--- src/rtl/exe_stage.sv ---
// exe_stage: LoongArch EXE stage with a single-cycle ALU, an iterative restoring divider and the data-SRAM request.
// Define EXE_DIV_RADIX4_EN to retire two quotient bits per divider cycle (16 steps instead of 32).
module exe_stage #(
  parameter int unsigned DIV_BITS = 32
) (
  input  logic         clk,
  input  logic         resetn,
  input  logic         id_exe_valid,
  output logic         exe_allowin,
  input  logic [186:0] id_exe_bus,
  input  logic         mem_allowin,
  output logic         exe_mem_valid,
  output logic [102:0] exe_mem_bus,
  output logic [38:0]  exe_wr_bus,
  output logic         data_sram_en,
  output logic [3:0]   data_sram_we,
  output logic [31:0]  data_sram_addr,
  output logic [31:0]  data_sram_wdata
);

`ifdef EXE_DIV_RADIX4_EN
  localparam int unsigned DIV_STEPS = DIV_BITS / 2;
`else
  localparam int unsigned DIV_STEPS = DIV_BITS;
`endif
  localparam logic [5:0] DIV_LAST = 6'(DIV_STEPS - 1);

  typedef enum logic [1:0] {DIV_IDLE, DIV_CALC, DIV_DONE} div_state_e;

  logic                  exe_valid_q, exe_valid_d;
  logic [186:0]          bus_q, bus_d;
  div_state_e            state_q, state_d;
  logic [DIV_BITS-1:0]   rem_q, rem_d, quo_q, quo_d, dvs_q, dvs_d;
  logic [5:0]            cnt_q, cnt_d;
  logic [2*DIV_BITS-1:0] step;

  logic        gr_we, mem_we, res_from_mem;
  logic [18:0] alu_op;
  logic [31:0] src1, src2, rkd_value, inst, pc;
  logic [4:0]  dest;

  assign {gr_we, mem_we, res_from_mem, alu_op, src1, src2, dest, rkd_value, inst, pc} = bus_q;

  logic        is_div, div_signed, exe_ready_go;
  logic [31:0] alu_res, div_res, result, src1_mag, src2_mag;
  logic [31:0] quo_fix, rem_fix;
  logic [63:0] prod_u;
  logic [31:0] mulh_s;

  // ---------------- single-cycle ALU ----------------
  assign prod_u = {32'd0, src1} * {32'd0, src2};
  // Signed high product derived from the unsigned one so a single multiplier serves both.
  assign mulh_s = prod_u[63:32] - (src1[31] ? src2 : 32'd0) - (src2[31] ? src1 : 32'd0);

  always_comb begin
    alu_res = '0;
    if (alu_op[0])  alu_res = alu_res | (src1 + src2);
    if (alu_op[1])  alu_res = alu_res | (src1 - src2);
    if (alu_op[2])  alu_res = alu_res | {31'd0, $signed(src1) < $signed(src2)};
    if (alu_op[3])  alu_res = alu_res | {31'd0, src1 < src2};
    if (alu_op[4])  alu_res = alu_res | (src1 & src2);
    if (alu_op[5])  alu_res = alu_res | ~(src1 | src2);
    if (alu_op[6])  alu_res = alu_res | (src1 | src2);
    if (alu_op[7])  alu_res = alu_res | (src1 ^ src2);
    if (alu_op[8])  alu_res = alu_res | (src1 << src2[4:0]);
    if (alu_op[9])  alu_res = alu_res | (src1 >> src2[4:0]);
    if (alu_op[10]) alu_res = alu_res | 32'($signed(src1) >>> src2[4:0]);
    if (alu_op[11]) alu_res = alu_res | src2;
    if (alu_op[12]) alu_res = alu_res | prod_u[31:0];
    if (alu_op[13]) alu_res = alu_res | mulh_s;
    if (alu_op[14]) alu_res = alu_res | prod_u[63:32];
  end

  // ---------------- iterative divider ----------------
  assign is_div     = |alu_op[18:15];
  assign div_signed = alu_op[15] | alu_op[16];
  assign src1_mag   = (div_signed && src1[31]) ? (~src1 + 32'd1) : src1;
  assign src2_mag   = (div_signed && src2[31]) ? (~src2 + 32'd1) : src2;

  function automatic logic [2*DIV_BITS-1:0] div_step(
    input logic [DIV_BITS-1:0] rem,
    input logic [DIV_BITS-1:0] quo,
    input logic [DIV_BITS-1:0] dvs
  );
    logic [DIV_BITS:0] sh;
    sh = {rem, quo[DIV_BITS-1]};
    if (sh >= {1'b0, dvs}) div_step = {sh[DIV_BITS-1:0] - dvs, quo[DIV_BITS-2:0], 1'b1};
    else                   div_step = {sh[DIV_BITS-1:0], quo[DIV_BITS-2:0], 1'b0};
  endfunction

  always_comb begin
    state_d = state_q;
    rem_d   = rem_q;
    quo_d   = quo_q;
    dvs_d   = dvs_q;
    cnt_d   = cnt_q;
    step    = '0;
    case (state_q)
      DIV_IDLE: begin
        if (exe_valid_q && is_div) begin
          state_d = DIV_CALC;
          rem_d   = '0;
          quo_d   = src1_mag;
          dvs_d   = src2_mag;
          cnt_d   = '0;
        end
      end
      DIV_CALC: begin
        step = div_step(rem_q, quo_q, dvs_q);
`ifdef EXE_DIV_RADIX4_EN
        step = div_step(step[2*DIV_BITS-1:DIV_BITS], step[DIV_BITS-1:0], dvs_q);
`endif
        rem_d = step[2*DIV_BITS-1:DIV_BITS];
        quo_d = step[DIV_BITS-1:0];
        cnt_d = cnt_q + 6'd1;
        if (cnt_q == DIV_LAST) state_d = DIV_DONE;
      end
      DIV_DONE: begin
        if (mem_allowin) state_d = DIV_IDLE;
      end
      default: state_d = DIV_IDLE;
    endcase
  end

  // Sign fix-up uses the latched operands, which stay frozen while the stage is stalled.
  always_comb begin
    quo_fix = (div_signed && (src1[31] ^ src2[31])) ? (~quo_q + 32'd1) : quo_q;
    rem_fix = (div_signed && src1[31]) ? (~rem_q + 32'd1) : rem_q;
    if (src2 == 32'd0) begin
      quo_fix = '1;
      rem_fix = src1;
    end
    div_res = (alu_op[15] | alu_op[17]) ? quo_fix : rem_fix;
  end

  // ---------------- pipeline handshake ----------------
  assign exe_ready_go  = ~is_div | (state_q == DIV_DONE);
  assign exe_allowin   = ~exe_valid_q | (exe_ready_go & mem_allowin);
  assign exe_mem_valid = exe_valid_q & exe_ready_go;

  always_comb begin
    exe_valid_d = exe_valid_q;
    bus_d       = bus_q;
    if (exe_allowin) exe_valid_d = id_exe_valid;
    if (id_exe_valid && exe_allowin) bus_d = id_exe_bus;
  end

  always_ff @(posedge clk) begin
    if (!resetn) begin
      exe_valid_q <= 1'b0;
      bus_q       <= '0;
      state_q     <= DIV_IDLE;
      rem_q       <= '0;
      quo_q       <= '0;
      dvs_q       <= '0;
      cnt_q       <= '0;
    end else begin
      exe_valid_q <= exe_valid_d;
      bus_q       <= bus_d;
      state_q     <= state_d;
      rem_q       <= rem_d;
      quo_q       <= quo_d;
      dvs_q       <= dvs_d;
      cnt_q       <= cnt_d;
    end
  end

  // ---------------- outputs ----------------
  logic wr_en, en_block, en_bypass;
  logic st_b, st_h;

  assign result      = is_div ? div_res : alu_res;
  assign exe_mem_bus = {gr_we, res_from_mem, dest, result, inst, pc};

  assign wr_en      = exe_valid_q & gr_we & (dest != 5'd0);
  assign en_block   = wr_en & (res_from_mem | (is_div & (state_q != DIV_DONE)));
  assign en_bypass  = wr_en & ~en_block;
  assign exe_wr_bus = {en_bypass, en_block, dest, result};

  assign st_b            = (inst[23:22] == 2'b00);
  assign st_h            = (inst[23:22] == 2'b01);
  assign data_sram_en    = exe_valid_q & (res_from_mem | mem_we);
  assign data_sram_addr  = alu_res;
  assign data_sram_we    = (exe_valid_q && mem_we) ?
                           (st_b ? (4'b0001 << alu_res[1:0]) :
                            st_h ? (4'b0011 << {alu_res[1], 1'b0}) : 4'b1111) : 4'b0000;
  assign data_sram_wdata = st_b ? {4{rkd_value[7:0]}} :
                           st_h ? {2{rkd_value[15:0]}} : rkd_value;

endmodule

--- config.mk ---
export PLATFORM = sky130hd
export DESIGN_NAME = exe_stage
export DESIGN_NICKNAME = d
export VERILOG_FILES = /design/src/rtl/exe_stage.sv
export SDC_FILE = /design/constraint.sdc
export NUM_CORES = 2
export LEC_CHECK = 0
export BUFFER_PORTS_ARGS = -buffer_cell sky130_fd_sc_hd__buf_2
export CORE_ASPECT_RATIO = 0.75
export CORE_UTILIZATION = 55
export DETAILED_ROUTE_END_ITERATION = 8
export PLACE_DENSITY = 0.81
export SLEW_MARGIN = 40
export SYNTH_ARGS = -nofsm -noshare
export SYNTH_HDL_FRONTEND = slang
export SYNTH_SLANG_ARGS = --single-unit
--- constraint.sdc ---
create_clock -name clk -period 11.2 [get_ports clk]
set_input_delay 0 -clock clk [delete_from_list [all_inputs] [get_ports clk]]
set_output_delay 0 -clock clk [all_outputs]
set_load 0.02 [all_outputs]
==> results_dict.tcl <==
set metrics [dict create \
    synth_area_per_cell_um2 7.84 \
    crit_path_end_kind "output pin" \
    synth_top_family_by_area "adder cells" \
    area_growth_pct 22.6 \
    postRouteAntennaNets 0 \
    cts_buffer_depth 3 \
    clock.fmax_ghz 0.0874 \
    clock_latency_ns 0.63 \
    pwr-share-comb_pct 73.5 \
    post_synth_mux_area_share_pct 3.72 \
    cts_tree "yes" \
    synth_seq_cells 292 \
    hold_viol_final 0 \
    drt-vias-per-instance 6.86 \
    critPathKind "flop to output pin" \
    syn_nets 9367 \
    switchingPower_mw 5.19 \
    cp_common_cell "fa_1" \
    synthesis.instances 7817 \
    place_congestion 1.24 \
    drv_slew 0 \
    die_w_um 388 \
    fin_total_pwr_mw 9.69 \
    seqPwrFrac_pct 12.7 \
    core_area_um2 110000 \
    cts-buffers-inserted 37 \
    ys_top_cells_by_area "fa_1 30%, dfxtp_1 9.5%, ha_1 8.8%, nand2_1 7.3%, inv_1 6.8%" \
    tightest_slew_ns 1.06 \
    root_buffer "clkbuf_16" \
    wirelength_um 348000 \
    fin_cells 10100 \
    multi_input_area_um2 50400 \
    p_sw_share_pct 53.5 \
    grt-ovfl-total 0 \
    synth_cell_types 99 \
    io_pins 404 \
    cts.sinks 292 \
    violations "DRC, setup timing" \
    synth_xor_area_share_pct 3.85 \
    vias 69000 \
    grt.total_usage_pct 58.4 \
    yosysMostFrequentCell "nand2_1" \
    synth_edf_count 0 \
    portBuffers 403 \
    synth_top_cell_by_area "fa_1" \
    grt_pass1_vias 66200 \
    drive_gt1_share_pct 20.7 \
    max_stage_delay_ns 0.60 \
    start_util_pct 55.8 \
    synth_compound_area_share_pct 15.2 \
    worst_setup_path_start_kind "flop" \
    p_int_mw 4.50 \
    synth-seq-area-share_pct 9.53 \
    yosysWarnings 0 \
    die-area_um2 113000 \
    setup_viol 14 \
    fillCellCount 8304 \
    period_share_pct 102 \
    syn-cell-area_um2 61300 \
    fin_crit_ns 11.44 \
    slowest_stage "a311oi_4" \
    synth_top_area_share_pct 30.4 \
    design_area_um2 75100 \
    slew_headroom_pct 28.6 \
    async_flop_share_pct 0 \
    synth_ff_type "dfxtp_1" \
    synth-simple-area-share_pct 16.9 \
    synth_top_cells_by_count "1189 x nand2_1, 1106 x inv_1, 930 x fa_1, 878 x nor2_1, 524 x a21oi_1" \
    setup_ws_ns -0.236 \
    power.density_nw_per_um2 129 \
    wl_per_cell_um 34.6 \
    synthAdderAreaFrac_pct 39.1 \
    drt_iter0_markers 11500 \
    drv_cap 0 \
    place_area_um2 67200 \
    cp_max_fo 8 \
    grt_start_max_net_pins 156 \
    peakVddDrop_mv 0.159 \
    dpl.hpwl_um 258000 \
    path_clk_slew_ns 0.09 \
    pre_cts_ws_ns -0.622 \
    cp.required_ns 11.20 \
    htreeDepth 2 \
    grt_first_pass_wirelength_um 470000 \
    dr.pass1.iters 9 \
    skew_ns 0.0427 \
    row_count 105 \
    fin_util_pct 68.3 \
    cp.arrival_ns 11.44 \
    antenna_found_initial 37 \
    nNetsFinal 10100 \
    seqCellArea_um2 5960 \
    dp.cells 9585 \
    pwr-share-clk_pct 13.8 \
    hold_class "input pin to flop" \
    leakagePower_nw 35.5 \
    status "finished with violations" \
    drc 14 \
    die-height_um 291 \
    rsz0062_at_grt "true" \
]
[state kept, by name, indices dropped and copies added, names as in the netlist]
signal / cells
bus_q: 187
dvs_q: 32
quo_q: 32
rem_q: 32
cnt_q: 6
state_q: 2
exe_valid_q: 1
[path summary, 6_finish.rpt]
check | startpoint | end | slack [ns] | cells after the start
worst max register to register | bus_q[180]$_SDFFE_PN0P_ | bus_q[132]$_SDFFE_PN0P_ | 5.87 | 8
worst max-delay path | bus_q[148]$_SDFFE_PN0P_ | exe_mem_bus[92] | -0.24 | 37
worst min-delay path | id_exe_bus[120] | bus_q[120]$_SDFFE_PN0P_ | 0.18 | 4
worst min register to register | bus_q[25]$_SDFFE_PN0P_ | bus_q[25]$_SDFFE_PN0P_ | 0.45 | 2
[routing by layer]
metal	wire length, um	global-route usage (%)
met5	238	0.296
met4	36200	43.2
met3	66500	30.6
met2	127000	75.6
met1	118000	72.8
[power by group through the flow]
stage	clock network, mW	registers (mW)	logic, mW
2_1_floorplan	0	1.19	3.40
3_3_place_gp	0	1.23	5.80
3_5_place_dp	0	1.23	5.84
4_1_cts	1.31	1.21	6.08
5_1_grt	1.35	1.23	7.26
6_report	1.34	1.23	7.12
[kinds of logic after synthesis]
logic type	after synthesis
AO/OA/AOI/OAI	1444
XOR/XNOR	268
adder cells (fa/ha/maj)	1359
buffers and inverters	1773
flip-flops	292
multiplexers	188
AND/OR/NAND/NOR	2493
[cells in the final DEF, fill, tap and decap left out, drive strengths merged, types with 39 or more instances in the layout]
cell type       n
o211ai         40
dlygate4sd3   190
fa            930
o21ai         256
xnor2         196
a31oi          43
clkbuf         62
a21oi         524
nor3           65
a211oi         81
ha            429
a21o           87
mux2i         128
a221oi         39
nand3          82
dfxtp         292
nand2        1189
nor2          878
inv          1109
a22oi          43
xor2           71
buf          1133
nand4          51
[through the flow]
stage               hold WS [ns]  setup TNS, ns
floorplan                  0.116              0
global placement           0.238         -30.32
detailed placement         0.241          -9.67
CTS                        0.150       -0.00412
global route               0.214          -4.95
finish                     0.177          -1.31
[critical path: cells and delay by family (launching register included)]
family / cells / cell delay, ns
simple gates: 3 / 0.69
fa+ha+maj: 11 / 5.23
flops: 1 / 0.40
compound gates: 12 / 2.89
buf+inv: 10 / 1.33
xor+xnor: 1 / 0.26
[area by class of cell]
class	count	share of cell area, %
antenna	33	0.110
clock buffer	48	1.38
clock inverter	17	0.261
inverter	1134	5.88
multi-input combinational	5752	67.1
sequential	292	7.93
tap	1444	2.40
timing repair buffer	1343	15.0
[timing repair]
item,4_1_cts,5_1_grt
endpoints found under the hold margin,194,0
gates resized for setup,178,515
buffers inserted,60,111
setup endpoints to repair,82,75
pin swaps,23,142
cloned,6,14
hold buffers,190,0
No activity file was read; power rests on OpenSTA's default activity.
